$ cat src/rtl/spram_loader_pkg.sv
// spram_loader_pkg: shared state encodings and FIFO sizing for the download loader
package spram_loader_pkg;
    localparam logic [2:0] S_IDLE   = 3'd0;
    localparam logic [2:0] S_LOAD   = 3'd1;
    localparam logic [2:0] S_DRAIN  = 3'd2;
    localparam logic [2:0] S_VERIFY = 3'd3;
    localparam logic [2:0] S_DONE   = 3'd4;
    localparam int FIFO_DEPTH = 2;
endpackage

$ cat src/rtl/loader_skid_fifo.sv
// loader_skid_fifo: 2-entry FIFO decoupling the download stream from RAM port contention
module loader_skid_fifo
    import spram_loader_pkg::*;
#(
    parameter int width = 8
) (
    input  logic             clock,
    input  logic             reset,
    input  logic             clear,
    input  logic             push,
    input  logic             pop,
    input  logic [width-1:0] din,
    output logic [width-1:0] dout,
    output logic             full,
    output logic             empty
);
    logic [width-1:0] mem [FIFO_DEPTH];
    logic rd_ptr, wr_ptr;
    logic [1:0] count;
    logic do_push, do_pop;

    assign full    = count == 2'(FIFO_DEPTH);
    assign empty   = count == 2'd0;
    assign do_push = push & ~full;
    assign do_pop  = pop & ~empty;
    assign dout    = mem[rd_ptr];

    always_ff @(posedge clock) begin
        if (do_push) mem[wr_ptr] <= din;
    end

    always_ff @(posedge clock) begin
        if (reset || clear) begin
            rd_ptr <= 1'b0;
            wr_ptr <= 1'b0;
            count  <= 2'd0;
        end else begin
            if (do_push) wr_ptr <= ~wr_ptr;
            if (do_pop) rd_ptr <= ~rd_ptr;
            count <= count + 2'(do_push) - 2'(do_pop);
        end
    end
endmodule

$ cat src/rtl/spram_loader.sv
// spram_loader: streams a download into a CPU-shared single-port RAM, then reads it back to verify
module spram_loader
    import spram_loader_pkg::*;
#(
    parameter int address_width = 8,
    parameter int data_width    = 8
) (
    input  logic                     clock,
    input  logic                     reset,
    input  logic                     dl_active,
    input  logic                     dl_valid,
    input  logic [data_width-1:0]    dl_data,
    output logic                     dl_ready,
    input  logic                     cpu_req,
    input  logic [address_width-1:0] cpu_address,
    input  logic [data_width-1:0]    cpu_data,
    input  logic                     cpu_wren,
    output logic [address_width-1:0] ram_address,
    output logic [data_width-1:0]    ram_data,
    output logic                     ram_wren,
    input  logic [data_width-1:0]    ram_q,
    output logic                     busy,
    output logic                     done,
    output logic                     error,
    output logic [address_width:0]   byte_count,
    output logic [data_width-1:0]    checksum
);
    localparam logic [address_width:0] capacity = {1'b1, {address_width{1'b0}}};

    logic [2:0] state;
    logic dl_prev, overflow, pending;
    logic [address_width:0] accepted, read_ptr;
    logic [data_width-1:0] verify_sum, sum_next, fifo_q;
    logic fifo_full, fifo_empty, push, pop, issue, rise, fall, load_start;

    assign rise       = dl_active & ~dl_prev;
    assign fall       = ~dl_active & dl_prev;
    assign load_start = rise & (state == S_IDLE || state == S_DONE);
    assign dl_ready   = state == S_LOAD && !fifo_full;
    // Past capacity, bytes are still acknowledged but never enter the FIFO.
    assign push       = dl_valid && dl_ready && accepted != capacity;
    assign pop        = (state == S_LOAD || state == S_DRAIN) && !cpu_req && !fifo_empty;
    assign issue      = state == S_VERIFY && !cpu_req && read_ptr != byte_count;
    assign sum_next   = verify_sum + ram_q;
    assign busy       = state == S_LOAD || state == S_DRAIN || state == S_VERIFY;
    assign done       = state == S_DONE;

    always_comb begin
        ram_address = cpu_req ? cpu_address
                    : state == S_VERIFY ? read_ptr[address_width-1:0] : byte_count[address_width-1:0];
        ram_data    = cpu_req ? cpu_data : fifo_q;
        ram_wren    = cpu_req ? cpu_wren : pop;
    end

    loader_skid_fifo #(.width(data_width)) fifo (
        .clock (clock),
        .reset (reset),
        .clear (load_start),
        .push  (push),
        .pop   (pop),
        .din   (dl_data),
        .dout  (fifo_q),
        .full  (fifo_full),
        .empty (fifo_empty)
    );

    always_ff @(posedge clock) begin
        if (reset) begin
            state      <= S_IDLE;
            dl_prev    <= 1'b0;
            overflow   <= 1'b0;
            accepted   <= '0;
            byte_count <= '0;
            checksum   <= '0;
            error      <= 1'b0;
            read_ptr   <= '0;
            pending    <= 1'b0;
            verify_sum <= '0;
        end else begin
            dl_prev <= dl_active;
            if (load_start) begin
                state      <= S_LOAD;
                overflow   <= 1'b0;
                accepted   <= '0;
                byte_count <= '0;
                checksum   <= '0;
                error      <= 1'b0;
            end else begin
                if (push) accepted <= accepted + 1'b1;
                if (dl_valid && dl_ready && accepted == capacity) overflow <= 1'b1;
                if (pop) begin
                    byte_count <= byte_count + 1'b1;
                    checksum   <= checksum + fifo_q;
                end
                if (state == S_LOAD && fall) state <= S_DRAIN;
                if (state == S_DRAIN && fifo_empty) begin
                    if (byte_count == '0) begin
                        state <= S_DONE;
                        error <= overflow;
                    end else begin
                        state      <= S_VERIFY;
                        read_ptr   <= '0;
                        pending    <= 1'b0;
                        verify_sum <= '0;
                    end
                end
                // ram_q belongs to the read issued last cycle; CPU-held cycles issue nothing.
                if (state == S_VERIFY) begin
                    pending <= issue;
                    if (issue) read_ptr <= read_ptr + 1'b1;
                    if (pending) verify_sum <= sum_next;
                    if (pending && read_ptr == byte_count) begin
                        state <= S_DONE;
                        error <= overflow | (sum_next != checksum);
                    end
                end
            end
        end
    end
endmodule

$ cat config.mk
export PLATFORM = sky130hd
export DESIGN_NAME = spram_loader
export DESIGN_NICKNAME = d
export VERILOG_FILES = /design/src/rtl/spram_loader_pkg.sv /design/src/rtl/loader_skid_fifo.sv /design/src/rtl/spram_loader.sv
export SDC_FILE = /design/constraint.sdc
export NUM_CORES = 1
export LEC_CHECK = 0
export ABC_CLOCK_PERIOD_IN_PS = 2700
export CAP_MARGIN = 15
export CORE_MARGIN = 4
export CORE_UTILIZATION = 49
export CTS_BUF_LIST = sky130_fd_sc_hd__clkbuf_8
export CTS_CLUSTER_DIAMETER = 40
export DETAILED_ROUTE_END_ITERATION = 8
export GPL_TIMING_DRIVEN = 0
export PLACE_DENSITY_LB_ADDON = 0.25
export SLEW_MARGIN = 20
export SYNTH_ARGS = -nofsm -noshare
export SYNTH_HDL_FRONTEND = slang
export SYNTH_SLANG_ARGS = --single-unit
$ cat constraint.sdc
create_clock -name clock -period 2.7 [get_ports clock]
set_input_delay 0.54 -clock clock [delete_from_list [all_inputs] [get_ports clock]]
set_output_delay 0.54 -clock clock [all_outputs]
set_load 0.05 [all_outputs]
==> run metrics <==
shortest period the worst path allows=2.62 ns; largest net degree at the start of global routing=15; Power Internal=1670 uW; core area=8220 um2; RSZ-0062 raised after global routing=no; outcome=complete, no violations; worst hold path type=reg -> reg; share of cells above drive strength 1=0.105; CP max-delay cell=clkdlybuf4s15_1; Fillers=726; pwr dens=446 nW/um2; mean area per synthesized cell=8.72 um2; Clock Latency Late Sink=0.35 ns; Mapped Cells=477; Final #Nets=620; CP max stage delay=0.49 ns; WP buf/inv=3; Post-DP Area=5020 um2; switching portion of total power=0.280; initial drt markers=114; DPL Wire Length=7900 um; Mapped Area=4160 um2; WL met3=484 um; Worst VDD drop=324 uV; crit share post-route=0.970; Reg clk slew, reported paths=0.08 ns; Post-Syn Nets=538; Synth Warn #=0; cell taking the most area after synthesis=dfxtp_1; Design Area, Final=5190 um2; CTS buffer count=9; Die Y=100 um; startpoint types=register; H-tree depth=3; CTS tree=done; synthesized flop and latch total=71; Main synth FF type=dfxtp_1; vias after detailed routing=3739; final wirelength=10200 um; DR DRC count=0; top-area cell type share of the netlist area=0.265; uppermost layer routed=met4; antenna-violating nets left=0; first-pass GRT wire length=16900 um; Max Freq=382 MHz; Clk pwr share=0.376; synth top area cells=dfxtp_1 26%, edfxtp_1 12%, ha_1 6.3%; number of flops mapped to enable cells by yosys=16; area occupied by multi-input gates=2420 um2; met1 WL=4410 um; CP Cell Sequence=buf_4 > xnor2_1 > or4_4 > buf_6 > nand2_1 > clkdlybuf4s15_1; Worst-Margin Slew=0.581 ns; Die Area=10000 um2; # setup viols final=0; post-synthesis sequential area ratio=0.380; GPL Wtd Cong=0.834; total track usage=0.209; Reg area=1580 um2; leakage=0.00204 uW; critical path required time=2.16 ns; Die Wd=100 um; drt wl/cell=15.2 um; worst path arrival time=2.08 ns; worst setup path class=reg -> out; I/O pin cnt=76; nature of the critical path endpoint=output pin; share of power burned in registers=0.479; Rows=33; final hold viol count=0; I/O Buffers=73; slew margin rel.=0.609; # clock sinks=71; clock root buffer=clkbuf_8; Final Util=0.632; Gate power share=0.145; ant diodes=0; initial antenna violation count=0; number of global-route vias before repair=3686; ratio of routed vias to standard cells=5.59; delay-heaviest family, CP=buffers and inverters; FFs w/ async S/R, synth=0; Area Overhead vs Synth=24.8%; metal2 WL=5130 um; total grt overflow=0; max_cap viols=0; crit-path max FO=10; Final Slew Violations=0; Starting Density=0.506; Distinct cells, synth=56; worst clock skew=0.0104 ns; Commonest cells post-synth=56 x nand2_1, 55 x dfxtp_1, 50 x nor2_1; Sw Pwr=649 uW; Clock Tree Buf Depth=2; postcts setup bufs=0; Pre-antenna DRT Iters=4; most common cell in the netlist=nand2_1
area by class of cell:
cell class,instances,share of cell area
multi-input combinational,367,0.467
sequential,71,0.305
tap,105,0.0253
buffer,22,0.0207
clock inverter,7,0.0154
inverter,15,0.0108
timing repair buffer,73,0.133
clock buffer,9,0.0239
worst paths after layout:
| check | start | end | slack [ns] | cells past startpoint |
|---|---|---|---|---|
| setup / recovery | state[0]$_SDFF_PP0_ | ram_wren | 0.08 | 6 |
| hold / removal | verify_sum[6]$_SDFFE_PP0N_ | verify_sum[6]$_SDFFE_PP0N_ | 0.47 | 2 |
| setup reg to reg | register | checksum[7]$_SDFFE_PP0P_ | 0.18 | 8 |
| hold reg to reg | verify_sum[6]$_SDFFE_PP0N_ | verify_sum[6]$_SDFFE_PP0N_ | 0.47 | 2 |
layer usage:
layer / global-route usage / vias to the layer above
li1: - / 1852
met3: 0.0500 / 15
met1: 0.248 / 1782
met5: 0 / -
met2: 0.365 / 90
met4: 0.0746 / 0
logic make-up (layout without fill, tap and decap cells):
kind of cell / after synthesis / count (layout) / synth area share
DFF: 71 / 71 / 0.380
xor gates and xnor gates: 43 / 43 / 0.0906
adders and majority gates: 23 / 23 / 0.0728
buffers and inverters: 39 / 126 / 0.0400
and+or+nand+nor: 193 / 193 / 0.226
AOI/OAI and AO/OA: 86 / 86 / 0.132
muxes: 22 / 22 / 0.0578
worst min-delay path, delay by kind of cell (launching register included):
| family | cells | cell delay (ns) |
|---|---|---|
| AOI/OAI and AO/OA | 1 | 0.05 |
| DFF | 1 | 0.32 |
| and+or+nand+nor | 1 | 0.06 |
placed cells by master, fill, tap and decap left out, types with 3 or more instances in the layout:
| cell type | n |
|---|---|
| buf_2 | 3 |
| o21ai_0 | 16 |
| edfxtp_1 | 16 |
| nor2_1 | 50 |
| ha_1 | 21 |
| dlygate4sd2_1 | 10 |
| o211ai_1 | 5 |
| and3_1 | 5 |
| mux2_2 | 16 |
| a21o_1 | 6 |
| or2_2 | 3 |
| inv_1 | 14 |
| xnor2_1 | 15 |
| nand4_1 | 13 |
| nand3b_1 | 5 |
| clkbuf_8 | 9 |
| nand2_1 | 56 |
| a21oi_1 | 30 |
| nor4_1 | 3 |
| dfxtp_1 | 55 |
| and2_1 | 8 |
| nor2b_1 | 3 |
| clkbuf_1 | 11 |
| nor3_1 | 11 |
| a211oi_1 | 3 |
| or3_1 | 5 |
| clkdlybuf4s50_1 | 55 |
| mux2i_1 | 6 |
| clkbuf_2 | 8 |
| nand3_1 | 17 |
| xor2_1 | 28 |
| a31oi_1 | 10 |
registers in the layout (all words and copies together) (netlist names), named ones only:
signal,count
verify_sum,8
byte_count,9
fifo.count,2
fifo.mem,16
state,3
dl_prev,1
read_ptr,9
pending,1
accepted,9
error,1
fifo.rd_ptr,1
overflow,1
checksum,8
fifo.wr_ptr,1
per-stage QoR:
stage	hold slack, ns	total power (uW)	cells	setup slack [ns]	setup TNS (ns)
finish	0.473	2310	669	0.0823	0
global route	0.501	2410	669	0.00570	0
CTS	0.474	2340	671	0.00117	0
detailed placement	0.462	1480	655	-0.199	-2.74
global placement	0.455	1470	655	-0.186	-1.58
floorplan	0.447	1340	477	0.000381	0
power groups by stage:
| stage | clock network [uW] | registers [uW] | logic, uW |
|---|---|---|---|
| floorplan | 0 | 1130 | 211 |
| global placement | 0 | 1130 | 340 |
| detailed placement | 0 | 1130 | 346 |
| CTS | 895 | 1110 | 337 |
| global route | 943 | 1110 | 361 |
| finish | 871 | 1110 | 335 |
timing repair:
action                                  CTS  global route
pin swaps                                 0             0
endpoints found under the setup margin   26            29
hold buffers                              0             0
gates resized for setup                  26            20
gates cloned                              0             0
Power figures use the tool's default switching activity.
